$ cat config.mk
export PLATFORM = sky130hd
export DESIGN_NAME = render_sequencer
export DESIGN_NICKNAME = d
export VERILOG_FILES = /design/src/rtl/render_sequencer_pkg.sv /design/src/rtl/frame_timer.sv /design/src/rtl/render_sequencer.sv
export SDC_FILE = /design/constraint.sdc
export NUM_CORES = 1
export LEC_CHECK = 0
export BUFFER_PORTS_ARGS = -buffer_cell sky130_fd_sc_hd__buf_2
export CAP_MARGIN = 20
export CORE_MARGIN = 4
export CORE_UTILIZATION = 50
export CTS_CLUSTER_SIZE = 8
export DETAILED_ROUTE_END_ITERATION = 12
export PLACE_DENSITY_LB_ADDON = 0.08
export SETUP_SLACK_MARGIN = 0.02
export SLEW_MARGIN = 25
export SYNTH_ARGS = -nofsm -noshare
export SYNTH_HDL_FRONTEND = slang
export SYNTH_SLANG_ARGS = --single-unit
$ cat constraint.sdc
create_clock -name Clock -period 2.45 [get_ports Clock]
set_input_delay 0.1225 -clock Clock [delete_from_list [all_inputs] [get_ports Clock]]
set_output_delay 0.1225 -clock Clock [all_outputs]
set_load 0.01 [all_outputs]
$ cat src/rtl/render_sequencer_pkg.sv
// rtl/render_sequencer_pkg.sv - shared state encoding and pixel-bus constants for the render sequencer
package render_sequencer_pkg;

  // Sequencer phases: one START cycle, per-layer DRAW, one UPDATE cycle, HOLD until the frame period ends
  typedef enum logic [1:0] {
    ST_START  = 2'd0,
    ST_DRAW   = 2'd1,
    ST_UPDATE = 2'd2,
    ST_HOLD   = 2'd3
  } seq_state_t;

  // Pixel-bus widths of the 160x120 VGA adapter
  localparam int DEF_X_W     = 8;
  localparam int DEF_Y_W     = 7;
  localparam int DEF_COLOR_W = 3;

  // One frame at 60 Hz from a 50 MHz system clock
  localparam int DEF_FRAME_CYCLES = 833333;

  // cur_layer is 3 bits wide, so at most eight draw clients
  localparam int MAX_LAYERS = 8;

endpackage

$ cat src/rtl/frame_timer.sv
// rtl/frame_timer.sv - saturating frame-period counter with synchronous clear and terminal flag
module frame_timer
  import render_sequencer_pkg::*;
#(
  parameter int FRAME_CYCLES = DEF_FRAME_CYCLES
) (
  input  logic Clock,
  input  logic resetn,
  input  logic clear,
  output logic terminal
);

  localparam int CNT_W = (FRAME_CYCLES > 1) ? $clog2(FRAME_CYCLES) : 1;
  localparam logic [CNT_W-1:0] LAST = CNT_W'(FRAME_CYCLES - 1);

  logic [CNT_W-1:0] count;

  // Count up every cycle, stick at the last value, restart from zero on clear
  always_ff @(posedge Clock or negedge resetn) begin
    if (!resetn) begin
      count <= '0;
    end else if (clear) begin
      count <= '0;
    end else if (count != LAST) begin
      count <= count + CNT_W'(1);
    end
  end

  assign terminal = (count == LAST);

endmodule

$ cat src/rtl/render_sequencer.sv
// rtl/render_sequencer.sv - frame sequencer granting draw layers in order and advancing the scroll position
module render_sequencer
  import render_sequencer_pkg::*;
#(
  parameter int NUM_LAYERS   = 3,
  parameter int POS_WIDTH    = 32,
  parameter int FRAME_CYCLES = DEF_FRAME_CYCLES,
  parameter int X_W          = DEF_X_W,
  parameter int Y_W          = DEF_Y_W,
  parameter int COLOR_W      = DEF_COLOR_W
) (
  input  logic                          Clock,
  input  logic                          resetn,
  input  logic [NUM_LAYERS-1:0]         skip_mask,
  input  logic                          pause,
  input  logic [3:0]                    step,
  input  logic [NUM_LAYERS-1:0]         layer_done,
  input  logic [NUM_LAYERS*X_W-1:0]     layer_x,
  input  logic [NUM_LAYERS*Y_W-1:0]     layer_y,
  input  logic [NUM_LAYERS*COLOR_W-1:0] layer_color,
  input  logic [NUM_LAYERS-1:0]         layer_plot,
  output logic [NUM_LAYERS-1:0]         layer_enable,
  output logic [X_W-1:0]                x,
  output logic [Y_W-1:0]                y,
  output logic [COLOR_W-1:0]            color,
  output logic                          plot,
  output logic [POS_WIDTH-1:0]          position,
  output logic                          frame_start,
  output logic [2:0]                    cur_layer
);

  seq_state_t             state, state_d;
  logic [2:0]             idx, idx_d;
  logic [NUM_LAYERS-1:0]  mask_q, mask_d;
  logic [POS_WIDTH-1:0]   pos_d;
  logic [3:0]             search;
  logic                   done_cur;
  logic                   timer_clear;
  logic                   timer_done;

  // Lowest non-skipped layer at or above 'from'; bit 3 flags that one exists
  function automatic logic [3:0] next_layer(input logic [NUM_LAYERS-1:0] skip,
                                            input logic [3:0]            from);
    logic [3:0] result;
    result = 4'd0;
    for (int i = NUM_LAYERS - 1; i >= 0; i--) begin
      if ((i >= int'(from)) && !skip[i]) begin
        result = {1'b1, 3'(i)};
      end
    end
    return result;
  endfunction

  // Cleared on the HOLD->START edge so the timer reads zero during START
  frame_timer #(
    .FRAME_CYCLES(FRAME_CYCLES)
  ) u_frame_timer (
    .Clock    (Clock),
    .resetn   (resetn),
    .clear    (timer_clear),
    .terminal (timer_done)
  );

  // Sequencer state, active layer, latched skip mask and scroll position
  always_ff @(posedge Clock or negedge resetn) begin
    if (!resetn) begin
      state    <= ST_START;
      idx      <= 3'd0;
      mask_q   <= '0;
      position <= '0;
    end else begin
      state    <= state_d;
      idx      <= idx_d;
      mask_q   <= mask_d;
      position <= pos_d;
    end
  end

  // Next-state logic: layer walk, scroll update and frame pacing
  always_comb begin
    state_d     = state;
    idx_d       = idx;
    mask_d      = mask_q;
    pos_d       = position;
    timer_clear = 1'b0;
    search      = 4'd0;
    case (state)
      ST_START: begin
        mask_d = skip_mask;
        search = next_layer(skip_mask, 4'd0);
        if (search[3]) begin
          idx_d   = search[2:0];
          state_d = ST_DRAW;
        end else begin
          idx_d   = 3'd0;
          state_d = ST_UPDATE;
        end
      end
      ST_DRAW: begin
        if (done_cur) begin
          search = next_layer(mask_q, {1'b0, idx} + 4'd1);
          if (search[3]) begin
            idx_d = search[2:0];
          end else begin
            idx_d   = 3'd0;
            state_d = ST_UPDATE;
          end
        end
      end
      ST_UPDATE: begin
        if (!pause) begin
          pos_d = position + POS_WIDTH'(step);
        end
        state_d = ST_HOLD;
      end
      ST_HOLD: begin
        if (timer_done) begin
          timer_clear = 1'b1;
          state_d     = ST_START;
        end
      end
      default: begin
        state_d = ST_START;
      end
    endcase
  end

  // Grant and pixel mux for the active layer; everything reads zero outside DRAW
  always_comb begin
    layer_enable = '0;
    x            = '0;
    y            = '0;
    color        = '0;
    plot         = 1'b0;
    done_cur     = 1'b0;
    if (state == ST_DRAW) begin
      for (int k = 0; k < NUM_LAYERS; k++) begin
        if (idx == 3'(k)) begin
          layer_enable[k] = 1'b1;
          x               = layer_x[k*X_W +: X_W];
          y               = layer_y[k*Y_W +: Y_W];
          color           = layer_color[k*COLOR_W +: COLOR_W];
          plot            = layer_plot[k];
          done_cur        = layer_done[k];
        end
      end
    end
  end

  assign cur_layer = (state == ST_DRAW) ? idx : 3'd0;

  // Reset parks the FSM in START; gating with resetn keeps the pulse quiet until reset is released
  assign frame_start = (state == ST_START) && resetn;

endmodule

==> impl_metrics.csv <==
group,metric,value,unit
run_status,outcome,"finished, violations left",
run_status,violations,"negative hold slack",
clock_network,clkSinkCount,58,
synth,ys_types,47,
clock_network,post_cts_buffers,0,
synth,yosys.area.top_type,"dfrtp_1",
power_and_ir_drop,vdd_drop_max,377,uV
setup_path,worst-path-stages,6,
sta,tns,0,ns
setup_path,worstSetupPathType,"register to register",
setup_path,cp.required,2.67,ns
clock_network,cts-hold-fix-buffers,0,
grt,grt_usage,22.0,%
flow_run,cap_violations,0,
clock_network,cts_tree,"yes",
synth,ys_seq_elements,58,
synth,synth_top_flop_cell,"dfrtp_1",
synth,postSynthCellCount,388,
synth,yosysWarnings,0,
cells_and_area,nets,602,
synth,syn-cell-area,3610,sq um
floorplan,die-area,8640,sq um
setup_path,r2r_cells,6,
clock_network,clockBufferDepth,2,
synth,syn_nets,469,
power_and_ir_drop,powerDensity,431,nW/um^2
hold_path,hp-class,"input pin to async pin",
synth,avgSynthCellArea,9.30,sq um
grt,use_met2,36.7,%
sta,finalSetupViolations,0,
power_and_ir_drop,p_sw,456,uW
sta,period_share,90.5,%
cells_and_area,syn2layout_area_growth,26.8,%
cells_and_area,stdcell_count,621,
grt,gr-total-overflow,0,
clock_network,clk_latency,0.34,ns
cells_and_area,fillers,620,
setup_path,critPathSlowestCell,"or4_1",
setup_path,crit_family,"simple AND/OR/NAND/NOR gates",
placement,place_hpwl,7070,um
sta,max-slew-margin-rel,50.4,%
drt,drt_first_pass_iters,5,
sta,whs,-0.0193,ns
setup_path,cpPeakStageDelay,0.65,ns
synth,yosysTopAreaCellShare,40.2,%
cells_and_area,diodes,0,
floorplan,io_pins,128,
cells_and_area,drive_above_1_share,30.9,%
clock_network,clk_pin_slew,0.07,ns
setup_path,path_cells,"inv_1 > ha_1 > nand4bb_1 > or4_1 > a211o_1 > mux2_4",
power_and_ir_drop,p_sw_share,23.1,%
synth,ys_seq_area_share,40.2,%
grt,grt_pass1_vias,3288,
power_and_ir_drop,pwr-share-seq,48.8,%
drt,drt-initial-drc-count,120,
placement,place.gp.congestion,0.824,
power_and_ir_drop,cellLeakagePower,0.00238,uW
synth,async_reset_ff_share,100,%
clock_network,cts_max_level,3,
sta,hold_violations,47,
floorplan,die_height,93.0,um
clock_network,cts_buffers,9,
cells_and_area,layout.area.seq,1450,sq um
sta,min_period,2.22,ns
drt,avgViaCountPerCell,5.35,
grt,top_usage_layer,"met2",
sta,finalMaxSlewViolations,0,
drt,wl_per_cell,15.1,um
sta,fin_skew,0.00767,ns
setup_path,startpoint_type,"register",
placement,port_buffers,126,
floorplan,rows,30,
setup_path,cp.buffers_inverters,1,
setup_path,arrival,2.44,ns
cells_and_area,finish.utilization,66.3,%
drt,routed_wl,9370,um
cells_and_area,multi_input_area,2030,sq um
power_and_ir_drop,clkPwrFrac,44.1,%
floorplan,coreArea,6910,sq um
floorplan,die_w,93.0,um
grt,antenna_found_initial,0,
grt,met3_usage,6.17,%
sta,fmax,451,MHz
power_and_ir_drop,p_int,1520,uW
drt,drtAntennaViolNets,0,
power_and_ir_drop,combPwrFrac,7.1,%
sta,rsz0062_at_grt,"false",
sta,tightestPinTransition,0.737,ns
grt,grt_max_degree,59,
clock_network,clock-root-buffer,"clkbuf_8",
grt,grt_pass1_wl,15300,um
synth,synth_edf_count,0,
drt,drc,0,
drt,via_count,3324,
clock_network,ctsResizeCount,0,
floorplan,start_util,52.3,%
synth,synthTopCellsByArea,"dfrtp_1 40%, mux2i_1 6.7%, xor2_1 6.1%",
grt,met1_usage,27.3,%
setup_path,critPathCaptureType,"register",
placement,dpl.cell_count,606,
setup_path,worst-path-max-fanout,6,
[final timing paths]
kind | from | to | slack [ns]
max reg2reg | u_frame_timer.count[0]$_DFFE_PN0P_ | state[1]$_DFFE_PN0P_ | 0.23
max | u_frame_timer.count[0]$_DFFE_PN0P_ | state[1]$_DFFE_PN0P_ | 0.23
min | resetn | position[2]$_DFFE_PN0P_ | -0.02
max in group asynchronous | resetn | position[9]$_DFFE_PN0P_ | 2.00
min reg2reg | position[31]$_DFFE_PN0P_ | position[31]$_DFFE_PN0P_ | 0.48
min in group Clock | skip_mask[2] | mask_q[2]$_DFFE_PN0P_ | 0.03
[power groups by stage]
stage	Clock, uW	Sequential (uW)	Combinational (uW)
floorplan	0	984	48.6
global placement	0	982	138
detailed placement	0	982	140
CTS	881	964	142
global route	938	964	158
finish	871	964	139
[final cells by class]
type / count / area share, %
clock buffer: 10 / 3.01
clock inverter: 5 / 1.20
inverter: 16 / 1.31
multi-input combinational: 298 / 44.4
sequential: 58 / 31.7
tap: 96 / 2.62
timing repair buffer: 138 / 15.7
[cell usage in the layout (no fill, tap or decap), types with 3 or more instances in the layout]
| cell type | n |
|---|---|
| xnor2_1 | 13 |
| nand3_1 | 18 |
| buf_2 | 126 |
| nor4_1 | 13 |
| nor2b_1 | 5 |
| nand4bb_1 | 3 |
| nand4_1 | 10 |
| clkbuf_8 | 10 |
| ha_1 | 10 |
| nand2_1 | 36 |
| o21ai_0 | 31 |
| and3_1 | 8 |
| a21oi_1 | 3 |
| mux2i_1 | 24 |
| and2_1 | 24 |
| buf_4 | 12 |
| xor2_1 | 25 |
| nor3_1 | 12 |
| o31ai_1 | 3 |
| mux2_2 | 6 |
| or4_1 | 4 |
| dfrtp_1 | 58 |
| nor2_1 | 14 |
| inv_1 | 16 |
| nand3b_1 | 3 |
| and4_1 | 5 |
[cells by family (layout without fill, tap and decap cells)]
group | Yosys count | in the layout | share of synthesized area [%]
and+or+nand+nor | 161 | 161 | 24.5
muxes | 31 | 31 | 8.94
adders and majority gates | 11 | 11 | 4.02
buffers and inverters | 32 | 169 | 3.50
DFF | 58 | 58 | 40.2
AOI/OAI and AO/OA | 56 | 56 | 9.46
other | 1 | 1 | 0.104
xor gates and xnor gates | 38 | 38 | 9.22
[worst register-to-register path: stages (launching register included)]
cell       delay [ns]
dfrtp_1          0.42
inv_1            0.10
ha_1             0.15
nand4bb_1        0.11
or4_1            0.65
a211o_1          0.38
mux2_4           0.30
[sequential cells by signal, summed over array words and instances, names as in the netlist]
name                 count
idx                      2
position                32
state                    2
mask_q                   2
u_frame_timer.count     20
[cell usage after synthesis, drive strengths merged (2+ instances only)]
cell type and number:
nor3 12, buf 3, nand3 18, nand4bb 3, nand4 10, or4 4, a21oi 3, and4 5
mux2 7, xnor2 13, a211o 2, mux2i 24, and3 8, nand3b 3, o21bai 2, clkbuf 13
nor2 14, o211ai 2, nor4 13, dfrtp 58, o21a 2, o21ai 33, or2 2, nor2b 5
and2 24, xor2 25, ha 10, inv 16, nand2 36, a21o 2, o31ai 3
[stage by stage]
stage | total power [uW] | worst slack, ns | instance area [sq um]
6_report | 1970 | 0.232 | 4580
2_1_floorplan | 1030 | 0.364 | 3610
3_5_place_dp | 1120 | 0.255 | 4380
4_1_cts | 1990 | 0.242 | 4580
3_3_place_gp | 1120 | 0.300 | 4380
5_1_grt | 2060 | 0.141 | 4580
[metal layers]
metal | vias to the layer above | part of all wire (%)
met2 | 117 | 50
met3 | 11 | 7.0
met4 | 0 | 1.2
met1 | 1558 | 42
met5 | - | 0
li1 | 1638 | -
Note: power is estimated with default switching activity, not from simulation.
